==> src/rtl/pe_seq_pkg.sv <==
// Shared types and constants for the parallel_pe sequencer: FSM state encoding,
// pe_ctl bit positions and the instruction word width.
package pe_seq_pkg;

  localparam int INST_W    = 8;
  localparam int CTL_FIRST = 0;
  localparam int CTL_LAST  = 1;

  typedef enum logic [2:0] {
    IDLE,
    FETCH,
    LOAD,
    RUN,
    DRAIN,
    DONE
  } state_t;

endpackage

==> src/rtl/pe_seq_ctrl_if.sv <==
// Beat/result bus between the sequencer (master) and parallel_pe (slave).
interface pe_seq_pe_if #(
  parameter int ADDR_W = 16,
  parameter int DATA_W = 32
);

  logic [ADDR_W-1:0] neuron_addr;
  logic [ADDR_W-1:0] weight_addr;
  logic [1:0]        pe_ctl;
  logic              pe_vld_i;
  logic              pe_vld_o;
  logic [DATA_W-1:0] pe_result;

  modport master (
    output neuron_addr, weight_addr, pe_ctl, pe_vld_i,
    input  pe_vld_o, pe_result
  );

  modport slave (
    input  neuron_addr, weight_addr, pe_ctl, pe_vld_i,
    output pe_vld_o, pe_result
  );

endinterface

==> src/rtl/pe_seq_retire.sv <==
// Result retirement: tracks results in flight, writes each PE result to the
// result RAM at a wrapping pointer, and flags results nobody asked for.
module pe_seq_retire #(
  parameter int RES_AW = 2,
  parameter int DATA_W = 32,
  parameter int CNT_W  = 4
) (
  input  logic              clk,
  input  logic              rst_n,
  input  logic              clear,
  input  logic              issue_last,
  input  logic              vld_o,
  input  logic [DATA_W-1:0] result,
  output logic [CNT_W-1:0]  outstanding,
  output logic              res_wr_en,
  output logic [RES_AW-1:0] res_wr_addr,
  output logic [DATA_W-1:0] res_wr_data,
  output logic              err
);

  logic [RES_AW-1:0] ptr;
  logic              accept;
  logic              spurious;

  assign accept   = vld_o && (outstanding != '0);
  assign spurious = vld_o && (outstanding == '0);

  // A result arriving in the same cycle as a new last beat leaves the count unchanged.
  always_ff @(posedge clk or negedge rst_n) begin
    if (!rst_n) begin
      outstanding <= '0;
      ptr         <= '0;
      res_wr_en   <= 1'b0;
      res_wr_addr <= '0;
      res_wr_data <= '0;
      err         <= 1'b0;
    end else begin
      res_wr_en <= accept;
      if (accept) begin
        res_wr_addr <= ptr;
        res_wr_data <= result;
      end
      if (clear)
        ptr <= '0;
      else if (accept)
        ptr <= ptr + 1'b1;
      case ({issue_last, accept})
        2'b10:   outstanding <= outstanding + 1'b1;
        2'b01:   outstanding <= outstanding - 1'b1;
        default: outstanding <= outstanding;
      endcase
      if (clear)
        err <= 1'b0;
      else if (spurious)
        err <= 1'b1;
    end
  end

endmodule

==> src/rtl/pe_seq_ctrl.sv <==
// Sequencer for parallel_pe: fetches iteration counts, issues neuron/weight beats,
// retires results. Define PE_SEQ_PERF_EN to add the perf_cyc/perf_stall counters.
module pe_seq_ctrl
  import pe_seq_pkg::*;
#(
  parameter int INST_AW = 2,
  parameter int ADDR_W  = 16,
  parameter int RES_AW  = 2,
  parameter int DATA_W  = 32,
  parameter int MAX_OUT = 4
) (
  input  logic               clk,
  input  logic               rst_n,
  input  logic               start,
  input  logic [INST_AW:0]   inst_num,
  input  logic [ADDR_W-1:0]  neuron_base,
  input  logic [ADDR_W-1:0]  weight_base,
  output logic               inst_rd_en,
  output logic [INST_AW-1:0] inst_rd_addr,
  input  logic [INST_W-1:0]  inst_rd_data,
  pe_seq_pe_if.master        pe,
  output logic               res_wr_en,
  output logic [RES_AW-1:0]  res_wr_addr,
  output logic [DATA_W-1:0]  res_wr_data,
  output logic               busy,
  output logic               done,
  output logic               err
`ifdef PE_SEQ_PERF_EN
  ,
  output logic [31:0]        perf_cyc,
  output logic [31:0]        perf_stall
`endif
);

  localparam int CNT_W = 4;
  localparam logic [CNT_W-1:0] MAX_OUT_C = CNT_W'(MAX_OUT);

  state_t             state, state_nx;
  logic [INST_AW:0]   pc_q;
  logic [INST_AW:0]   num_q;
  logic [INST_W-1:0]  n_q;
  logic [INST_W-1:0]  iter_q;
  logic [ADDR_W-1:0]  nptr;
  logic [ADDR_W-1:0]  wptr;
  logic [CNT_W-1:0]   outstanding;
  logic               start_acc;
  logic               can_fetch;
  logic               is_last_instr;
  logic               last_beat;

  assign start_acc     = (state == IDLE) && start;
  assign can_fetch     = (outstanding < MAX_OUT_C);
  assign is_last_instr = (pc_q == num_q - 1'b1);
  assign last_beat     = (state == RUN) && (iter_q == n_q - 1'b1);

  assign inst_rd_addr   = pc_q[INST_AW-1:0];
  assign pe.neuron_addr = nptr;
  assign pe.weight_addr = wptr;

  always_ff @(posedge clk or negedge rst_n) begin
    if (!rst_n)
      state <= IDLE;
    else
      state <= state_nx;
  end

  // Every output decodes only registered state, so nothing combinational reaches the ports.
  always_comb begin
    state_nx    = state;
    inst_rd_en  = 1'b0;
    busy        = (state != IDLE);
    done        = (state == DONE);
    pe.pe_vld_i = (state == RUN);
    pe.pe_ctl   = 2'b00;
    pe.pe_ctl[CTL_FIRST] = (state == RUN) && (iter_q == '0);
    pe.pe_ctl[CTL_LAST]  = last_beat;
    case (state)
      IDLE:
        if (start)
          state_nx = FETCH;
      FETCH:
        if (num_q == '0)
          state_nx = DONE;
        else if (can_fetch) begin
          inst_rd_en = 1'b1;
          state_nx   = LOAD;
        end
      LOAD:
        if (inst_rd_data == '0)
          state_nx = is_last_instr ? DRAIN : FETCH;
        else
          state_nx = RUN;
      RUN:
        if (last_beat)
          state_nx = is_last_instr ? DRAIN : FETCH;
      DRAIN:
        if (outstanding == '0)
          state_nx = DONE;
      DONE:
        state_nx = IDLE;
      default:
        state_nx = IDLE;
    endcase
  end

  // Addresses keep counting across instructions so the next program slice follows on.
  always_ff @(posedge clk or negedge rst_n) begin
    if (!rst_n) begin
      pc_q   <= '0;
      num_q  <= '0;
      n_q    <= '0;
      iter_q <= '0;
      nptr   <= '0;
      wptr   <= '0;
    end else begin
      if (start_acc) begin
        pc_q  <= '0;
        num_q <= inst_num;
        nptr  <= neuron_base;
        wptr  <= weight_base;
      end
      if (state == LOAD) begin
        if (inst_rd_data == '0)
          pc_q <= pc_q + 1'b1;
        else begin
          n_q    <= inst_rd_data;
          iter_q <= '0;
        end
      end
      if (state == RUN) begin
        nptr   <= nptr + 1'b1;
        wptr   <= wptr + 1'b1;
        iter_q <= iter_q + 1'b1;
        if (last_beat)
          pc_q <= pc_q + 1'b1;
      end
    end
  end

  pe_seq_retire #(
    .RES_AW (RES_AW),
    .DATA_W (DATA_W),
    .CNT_W  (CNT_W)
  ) u_retire (
    .clk         (clk),
    .rst_n       (rst_n),
    .clear       (start_acc),
    .issue_last  (last_beat),
    .vld_o       (pe.pe_vld_o),
    .result      (pe.pe_result),
    .outstanding (outstanding),
    .res_wr_en   (res_wr_en),
    .res_wr_addr (res_wr_addr),
    .res_wr_data (res_wr_data),
    .err         (err)
  );

`ifdef PE_SEQ_PERF_EN
  logic fetch_stall;
  assign fetch_stall = (state == FETCH) && (num_q != '0) && !can_fetch;

  always_ff @(posedge clk or negedge rst_n) begin
    if (!rst_n) begin
      perf_cyc   <= '0;
      perf_stall <= '0;
    end else if (start_acc) begin
      perf_cyc   <= '0;
      perf_stall <= '0;
    end else begin
      if (busy && (perf_cyc != '1))
        perf_cyc <= perf_cyc + 1'b1;
      if (fetch_stall && (perf_stall != '1))
        perf_stall <= perf_stall + 1'b1;
    end
  end
`endif

endmodule
==> src/flat_wrapper.sv <==
// flat-port wrapper written by rule: the top's interface ports become plain ports
module pe_seq_ctrl_flat import pe_seq_pkg::*;
#(
  parameter int INST_AW = 2,
  parameter int ADDR_W  = 16,
  parameter int RES_AW  = 2,
  parameter int DATA_W  = 32,
  parameter int MAX_OUT = 4
)
  (clk, rst_n, start, inst_num, neuron_base, weight_base, inst_rd_en, inst_rd_addr, inst_rd_data, res_wr_en, res_wr_addr, res_wr_data, busy, done, err, pe_neuron_addr, pe_weight_addr, pe_pe_ctl, pe_pe_vld_i, pe_pe_vld_o, pe_pe_result);
  pe_seq_pe_if #(.ADDR_W(ADDR_W), .DATA_W(DATA_W)) pe_i ();
  input  logic clk;
  input  logic rst_n;
  input  logic start;
  input  logic [INST_AW:0] inst_num;
  input  logic [ADDR_W-1:0] neuron_base;
  input  logic [ADDR_W-1:0] weight_base;
  output logic inst_rd_en;
  output logic [INST_AW-1:0] inst_rd_addr;
  input  logic [INST_W-1:0] inst_rd_data;
  output logic res_wr_en;
  output logic [RES_AW-1:0] res_wr_addr;
  output logic [DATA_W-1:0] res_wr_data;
  output logic busy;
  output logic done;
  output logic err;
  output wire logic [$bits(pe_i.neuron_addr)-1:0] pe_neuron_addr;
  output wire logic [$bits(pe_i.weight_addr)-1:0] pe_weight_addr;
  output wire logic [$bits(pe_i.pe_ctl)-1:0] pe_pe_ctl;
  output wire logic [$bits(pe_i.pe_vld_i)-1:0] pe_pe_vld_i;
  input wire logic [$bits(pe_i.pe_vld_o)-1:0] pe_pe_vld_o;
  input wire logic [$bits(pe_i.pe_result)-1:0] pe_pe_result;
  assign pe_neuron_addr = pe_i.neuron_addr;
  assign pe_weight_addr = pe_i.weight_addr;
  assign pe_pe_ctl = pe_i.pe_ctl;
  assign pe_pe_vld_i = pe_i.pe_vld_i;
  assign pe_i.pe_vld_o = pe_pe_vld_o;
  assign pe_i.pe_result = pe_pe_result;
  pe_seq_ctrl #(.INST_AW(INST_AW), .ADDR_W(ADDR_W), .RES_AW(RES_AW), .DATA_W(DATA_W), .MAX_OUT(MAX_OUT)) u_core (.clk(clk), .rst_n(rst_n), .start(start), .inst_num(inst_num), .neuron_base(neuron_base), .weight_base(weight_base), .inst_rd_en(inst_rd_en), .inst_rd_addr(inst_rd_addr), .inst_rd_data(inst_rd_data), .pe(pe_i), .res_wr_en(res_wr_en), .res_wr_addr(res_wr_addr), .res_wr_data(res_wr_data), .busy(busy), .done(done), .err(err));
endmodule
==> config.mk <==
export PLATFORM = sky130hd
export DESIGN_NAME = pe_seq_ctrl_flat
export DESIGN_NICKNAME = d
export VERILOG_FILES = /design/src/rtl/pe_seq_pkg.sv /design/src/rtl/pe_seq_ctrl_if.sv /design/src/rtl/pe_seq_retire.sv /design/src/rtl/pe_seq_ctrl.sv /design/src/flat_wrapper.sv
export SDC_FILE = /design/constraint.sdc
export NUM_CORES = 1
export LEC_CHECK = 0
export BUFFER_PORTS_ARGS = -buffer_cell sky130_fd_sc_hd__buf_2
export CAP_MARGIN = 20
export CORE_MARGIN = 4
export CORE_UTILIZATION = 45
export CTS_CLUSTER_DIAMETER = 200
export CTS_CLUSTER_SIZE = 40
export DETAILED_ROUTE_END_ITERATION = 7
export GPL_TIMING_DRIVEN = 0
export PLACE_DENSITY_LB_ADDON = 0.15
export REMOVE_ABC_BUFFERS = 1
export SYNTH_ARGS = -nofsm -noshare
export SYNTH_HDL_FRONTEND = slang
export SYNTH_HIERARCHICAL = 1
export SYNTH_SLANG_ARGS = --single-unit
==> constraint.sdc <==
create_clock -name clk -period 3.5 [get_ports clk]
set_input_delay 0.7 -clock clk [delete_from_list [all_inputs] [get_ports clk]]
set_output_delay 0.7 -clock clk [all_outputs]
set_load 0.02 [all_outputs]
==> metrics.cfg, run 1 <==
[clock_network]
clk_pin_slew_worst_paths_ns = 0.10
clk-insertion-delay-late_ns = 0.39
cts_tree = built
cts_root_buf = clkbuf_8
cts_made_buffers = 9
clkSinkCount = 99
hold_buffers = 0
cts_max_path_buffers = 2
h-tree-depth = 3

[synthesis]
synthArstFlopShare = 1.00
synth_cell_type_count = 62
avgSynthCellArea_um2 = 9.10
synthTopCellsByArea = dfrtp_1 (49%), nand2_1 (12%), nor2_1 (3.2%)
synth.ff_latch_count = 99
yosys.area.top_type = dfrtp_1
synth_edf_count = 0
syn_area_um2 = 5030
yosys_warnings = 6
synth_ff_type = dfrtp_1
synth_cells = 553
seq_area_frac_synth = 0.492
synth.top_cell.area_share = 0.492

[outcome]
status = finished, final reports clean

[worst_setup_path]
crit_buf_inv = 3
crit_start = u_core/n_q[0]
r2r-start = u_core/n_q[0]
cp_data_arrival_time_ns = 2.62
crit_slowest_cell = dfrtp_2
required_ns = 2.80
max_stage_delay_ns = 0.45
crit_type = reg -> out
cp_num_cells = 8
worst_path_dominant_cell_family = simple AND/OR/NAND/NOR gates
worst-r2r-cell-count = 15
cp_max_fo = 5
startpoint_type = flop
end_kind = primary output
path_cells = inv_1, ha_2, or3b_2, a211oi_1, nand4b_1, nor4_4, buf_4, buf_2

[power_and_ir_drop]
p_leak_uw = 0.00298
power_uw = 5410
powerDensity_nw_per_um2 = 879
ir_drop_mv = 0.460

[cells_and_area]
multi_input_area_um2 = 2360
nets = 786
fin_cells = 840
seqCellArea_um2 = 2480
stdcell_area_um2 = 6150
n_antenna_cell = 0
layout-drive-gt1-share = 0.291
area_delta_synth_final_pct = 22.2
fillCellCount = 981

[drt]
via_per_inst = 5.27
drt-total-wl_um = 13100
ant_nets = 0
via_count = 4426
drt_iter0_markers = 204
firstDrtPassIters = 4
wire_per_inst_um = 15.6
drcViolationCount = 0

[floorplan]
die_x_um = 114
die_area_um2 = 12900
io_pins = 155
core_area_um2 = 10900
start_util = 0.462
dieHeight_um = 114
rows = 38

[grt]
gr-total-overflow = 0
grtUsageTotal = 0.207
grt_start_max_net_pins = 56
antenna_found_initial = 0
grt_pass1_vias = 4397
grt_pass1_wl_um = 21400

[sta]
clock.fmax_ghz = 0.301
setup_viol = 0
fin_skew_ns = 0.0144
hold_slack_ns = 0.375
hold_viol = 0
setup_tns_ns = 0
min_period_ns = 3.32
tightest_slew_ns = 1.05
final_max_slew_viol_count = 0
slew_headroom = 0.296
finalCritPeriodShare = 0.948

[placement]
port_buffers = 154
post-place-cells = 822
place.gp.congestion = 0.803
placed_area_um2 = 5870
dp_hpwl_um = 9150

[min_path]
min_path_type = in -> async

[flow_run]
maxCapViolCount = 0

[area by class of cell]
cell class / instances / area share
clock buffers: 10 / 0.0224
clock inverters: 5 / 0.0140
inverters: 15 / 0.0102
multi-input cells: 412 / 0.383
flip-flops and latches: 99 / 0.403
well taps: 140 / 0.0285
repair buffers: 158 / 0.138
repair inverters: 1 / 0.000814
[layout by cell type (no fill, tap or decap), types with 4 or more instances in the layout]
cell type and instances:
a211oi_1 5, a21oi_1 22, a311oi_1 5, a31oi_1 4, and3_1 5, buf_2 153, clkbuf_8 10, dfrtp_1 98
ha_1 9, inv_1 13, mux2_2 6, nand2_1 155, nand3_1 14, nand4_1 4, nor2_1 43, nor3_1 14
o211ai_1 6, o21ai_0 23, o22ai_1 10, o311ai_0 8, xnor2_1 12, xor2_1 11
[sequential cells by signal, indices dropped and copies added (netlist names)]
name and cells:
u_core/u_retire/err 1, u_core/num_q 3, u_core/u_retire/outstanding 4, u_core/u_retire/res_wr_en 1
u_core/pe.neuron_addr 16, u_core/u_retire/res_wr_addr 2, u_core/n_q 8, u_core/u_retire/ptr 2
u_core/u_retire/res_wr_data 32, u_core/pc_q 3, u_core/state 3, u_core/iter_q 8
u_core/pe.weight_addr 16
[power breakdown]
| part | internal, uW | switching [uW] |
|---|---|---|
| Sequential | 1580 | 482 |
| Combinational | 984 | 1520 |
| Clock | 423 | 416 |
[timing repair]
action | CTS | global route
gates resized for setup | 2 | 5
pin swaps | 1 | 2
hold endpoints to repair | 0 | 0
cloned | 1 | 0
endpoints found under the setup margin | 4 | 5
setup buffers | 0 | 1
[Yosys cell counts, types with 2 or more instances]
library cell  instances
nand4_1               4
o221ai_1              2
nor3b_1               2
nor4_2                2
a311oi_1              5
or4_1                 2
buf_6                 4
nand2_1             156
mux2_2                6
o211ai_1              6
or3b_2                2
a21oi_1              22
nand2b_1              2
xnor2_1              12
nand3_1              14
a221o_1               3
o22ai_1              10
clkbuf_1             14
a31oi_1               4
inv_1                14
nor4b_1               3
dfrtp_1              99
or2b_2                2
nor2_1               43
ha_1                 11
o311ai_0              8
xor2_1               11
buf_4                 7
or2_2                 2
nor2b_1               3
and4_1                2
a211oi_1              5
nor4_1                3
o21ai_0              23
nor3_1               14
and3_1                5
[metal layers]
metal  share of wire  GRT usage  vias to the layer above
met3           0.064     0.0721                       16
met5               0          0                        -
met1            0.42      0.260                     2110
met4           0.014     0.0657                        0
li1                -          -                     2191
met2            0.50      0.335                      109
[path summary, 6_finish.rpt]
path                                              endpoint  slack [ns]
setup / recovery                              pe_pe_ctl[1]        0.18
hold / removal                    u_core/pe.weight_addr[2]        0.37
setup reg to reg            u_core/u_retire/outstanding[2]        0.19
hold reg to reg            u_core/u_retire/res_wr_data[31]        0.48
max in group asynchronous        u_core/pe.weight_addr[10]        2.45
min in group clk           u_core/u_retire/res_wr_data[31]        0.48
[metrics by stage]
step / util / setup slack [ns]
final: 0.565 / 0.182
after global routing: 0.565 / -0.00402
after floorplan: - / 0.0681
after global placement: 0.535 / -0.170
after detailed placement: 0.539 / -0.144
after CTS: 0.561 / 0.00459
[logic make-up after synthesis]
family	Yosys count	synth area share
buffers and inverters	42	0.0432
xor gates and xnor gates	25	0.0480
adders and majority gates	11	0.0273
AOI/OAI and AO/OA	97	0.128
and+or+nand+nor	272	0.246
muxes	7	0.0154
DFF	99	0.492
[worst reg2reg max path: stages (launching register included)]
cell      delay, ns
dfrtp_2        0.45
inv_1          0.08
ha_2           0.20
or3b_2         0.45
a211oi_1       0.25
nand4b_1       0.21
nor4_4         0.24
buf_4          0.19
inv_1          0.07
ha_2           0.22
xor2_1         0.15
ha_1           0.18
a21oi_1        0.14
xor2_1         0.16
nor2_1         0.06
xor2_1         0.14
(Power assumes the default switching activity.)
==> run 2, diff against run 1 <==
CORE_MARGIN = unset   (was 4)
==> run 2 against run 1 <==
Effect of this change: power is 2.3% lower; clock power fell by 14%; sequential cell count did not move; first-iteration DRC count increased by 6.9%; utilization down 0.26 points; clock skew hardly changed; final cell count rose by 0.24%.
==> metrics.cfg, run 2 (synthesized netlist as in run 1, its figures left out) <==
[grt]
grt_pass1_vias = 4163  ; -5.3%
grtUsageTotal = 0.225  ; +0.0180
met3_usage = 0.0690  ; -0.00314
grt_use_met2 = 0.371  ; +0.0360
gr-total-overflow = 0  ; unchanged
antenna_found_initial = 0  ; unchanged
grt_start_max_net_pins = 59  ; +5.4%
top_usage_layer = met2
grt_pass1_wl_um = 20100  ; -6.2%
grt.met1_usage = 0.278  ; +0.0178

[drt]
via_per_inst = 5.21  ; -1.2%
firstDrtPassIters = 4  ; unchanged
ant_nets = 0  ; unchanged
wire_per_inst_um = 14.7  ; -5.3%
drt-total-wl_um = 12400  ; -5.0%
drt_iter0_markers = 218  ; +6.9%
drcViolationCount = 0  ; unchanged
via_count = 4383  ; -0.97%

[clock_network]
clk-insertion-delay-late_ns = 0.38  ; about the same
cts_tree = built
cts_made_buffers = 9  ; unchanged
clkSinkCount = 99  ; unchanged
clk_pin_slew_worst_paths_ns = 0.09  ; about the same
cts_root_buf = clkbuf_8
h-tree-depth = 3  ; unchanged
hold_buffers = 0  ; unchanged
cts_max_path_buffers = 2  ; unchanged

[worst_setup_path]
worst_path_dominant_cell_family = simple AND/OR/NAND/NOR gates
crit_buf_inv = 3  ; unchanged
required_ns = 2.80  ; about the same
crit_slowest_cell = or3b_2
path_cells = inv_1, ha_1, or3b_2, a211oi_1, nand4b_1, nor4_4, buf_4, buf_2
cp_data_arrival_time_ns = 2.59  ; -0.03 ns
cp_max_fo = 5  ; unchanged
startpoint_type = flop
end_kind = primary output
crit_type = reg -> out
max_stage_delay_ns = 0.46  ; about the same

[sta]
setup_viol = 0  ; unchanged
final_max_slew_viol_count = 0  ; unchanged
fin_skew_ns = 0.0140  ; -0.000423 ns
slew_headroom = 0.311  ; +0.0146
tightest_slew_ns = 1.03  ; -0.0218 ns
rsz0062_at_grt = false
fin_ws_ns = 0.214  ; +0.0320 ns
clock.fmax_ghz = 0.304  ; +0.97%
finalCritPeriodShare = 0.939  ; -0.00914
setup_tns_ns = 0  ; unchanged
min_period_ns = 3.29  ; -0.0320 ns
hold_viol = 0  ; unchanged

[floorplan]
die_area_um2 = 11600  ; -10%
rows = 38  ; unchanged
core_area_um2 = 10900  ; unchanged
io_pins = 155  ; unchanged
start_util = 0.462  ; unchanged
die_x_um = 108  ; -5.3%
dieHeight_um = 108  ; -5.3%

[outcome]
status = finished, final reports clean

[cells_and_area]
layout_commonest_cell = nand2_1
final_cell_mix = nand2_1 (155), buf_2 (153), dfrtp_1 (99)
n_antenna_cell = 0  ; unchanged
area_delta_synth_final_pct = 21.7
fillCellCount = 1030  ; +5.0%
layout-drive-gt1-share = 0.289  ; -0.00225
nets = 787  ; +0.13%
top_register = u_core/u_retire/res_wr_data
largest_register_ffs = 32  ; unchanged

[min_path]
min_path_type = in -> async

[placement]
dp_hpwl_um = 8560  ; -6.4%
place.gp.congestion = 0.808  ; +0.71%
pre_cts_ws_ns = -0.0917  ; +0.0519 ns
port_buffers = 154  ; unchanged

[power_and_ir_drop]
powerDensity_nw_per_um2 = 862  ; -1.9%
p_leak_uw = 0.00297  ; -0.25%
ir_drop_mv = 0.459  ; -0.31%

[flow_run]
maxCapViolCount = 0  ; unchanged

run 2: layout make-up:
type	instances	area, um^2	share of cell area
sequential	99	2480	0.405
multi-input combinational	412	2350	0.384
timing repair buffer	159	858	0.140
tap	140	175	0.0286
clock buffer	11	151	0.0247
inverter	15	62.6	0.0102
clock inverter	5	42.5	0.00695
timing repair inverter	1	5.00	0.000817
run 2: metal layers:
metal | share of wire | vias up
met5 | 0 | -
met4 | 0.016 | 0
met3 | 0.045 | 15
met2 | 0.49 | 99
met1 | 0.45 | 2081
li1 | - | 2188
run 2: worst reg2reg max path, delay by kind of cell, from the launching register on:
family,cells,cell delay [ns]
DFF,1,0.46
and+or+nand+nor,3,1.14
buffers and inverters,2,0.42
AOI/OAI and AO/OA,1,0.14
adders and majority gates,2,0.51
xor gates and xnor gates,3,0.46
run 2: path summary, 6_finish.rpt:
kind	depth (start not counted)	from	endpoint	slack [ns]
max	8	u_core/n_q[0]	pe_pe_ctl[1]	0.21
min	1	rst_n	u_core/n_q[7]	0.31
max reg2reg	11	u_core/u_retire/outstanding[1]	u_core/u_retire/outstanding[2]	0.26
min reg2reg	2	u_core/u_retire/res_wr_data[21]	u_core/u_retire/res_wr_data[21]	0.48
max in group asynchronous	2	rst_n	u_core/pe.neuron_addr[7]	2.53
min in group clk	2	u_core/u_retire/res_wr_data[21]	u_core/u_retire/res_wr_data[21]	0.48
run 2: power by group:
group	internal (uW)	total [uW]	switching [uW]
registers	1580	2070	489
logic	980	2490	1510
clock network	305	719	414
total	2870	5280	2410
run 2: stage by stage:
stage,hold slack (ns),cells,cell area (um^2),total power (uW),utilization
after floorplan,0.404,526,4870,3710,-
after global placement,0.454,820,5820,4440,0.535
after detailed placement,0.457,822,5870,4530,0.539
after CTS,0.308,839,6080,5320,0.558
after global routing,0.328,842,6120,5700,0.562
final,0.311,842,6120,5280,0.562
run 2: repair_timing:
action | CTS | global route
setup buffers | 0 | 2
endpoints found under the setup margin | 5 | 3
pin swaps | 0 | 1
resized for setup | 3 | 1
gates cloned | 1 | 0
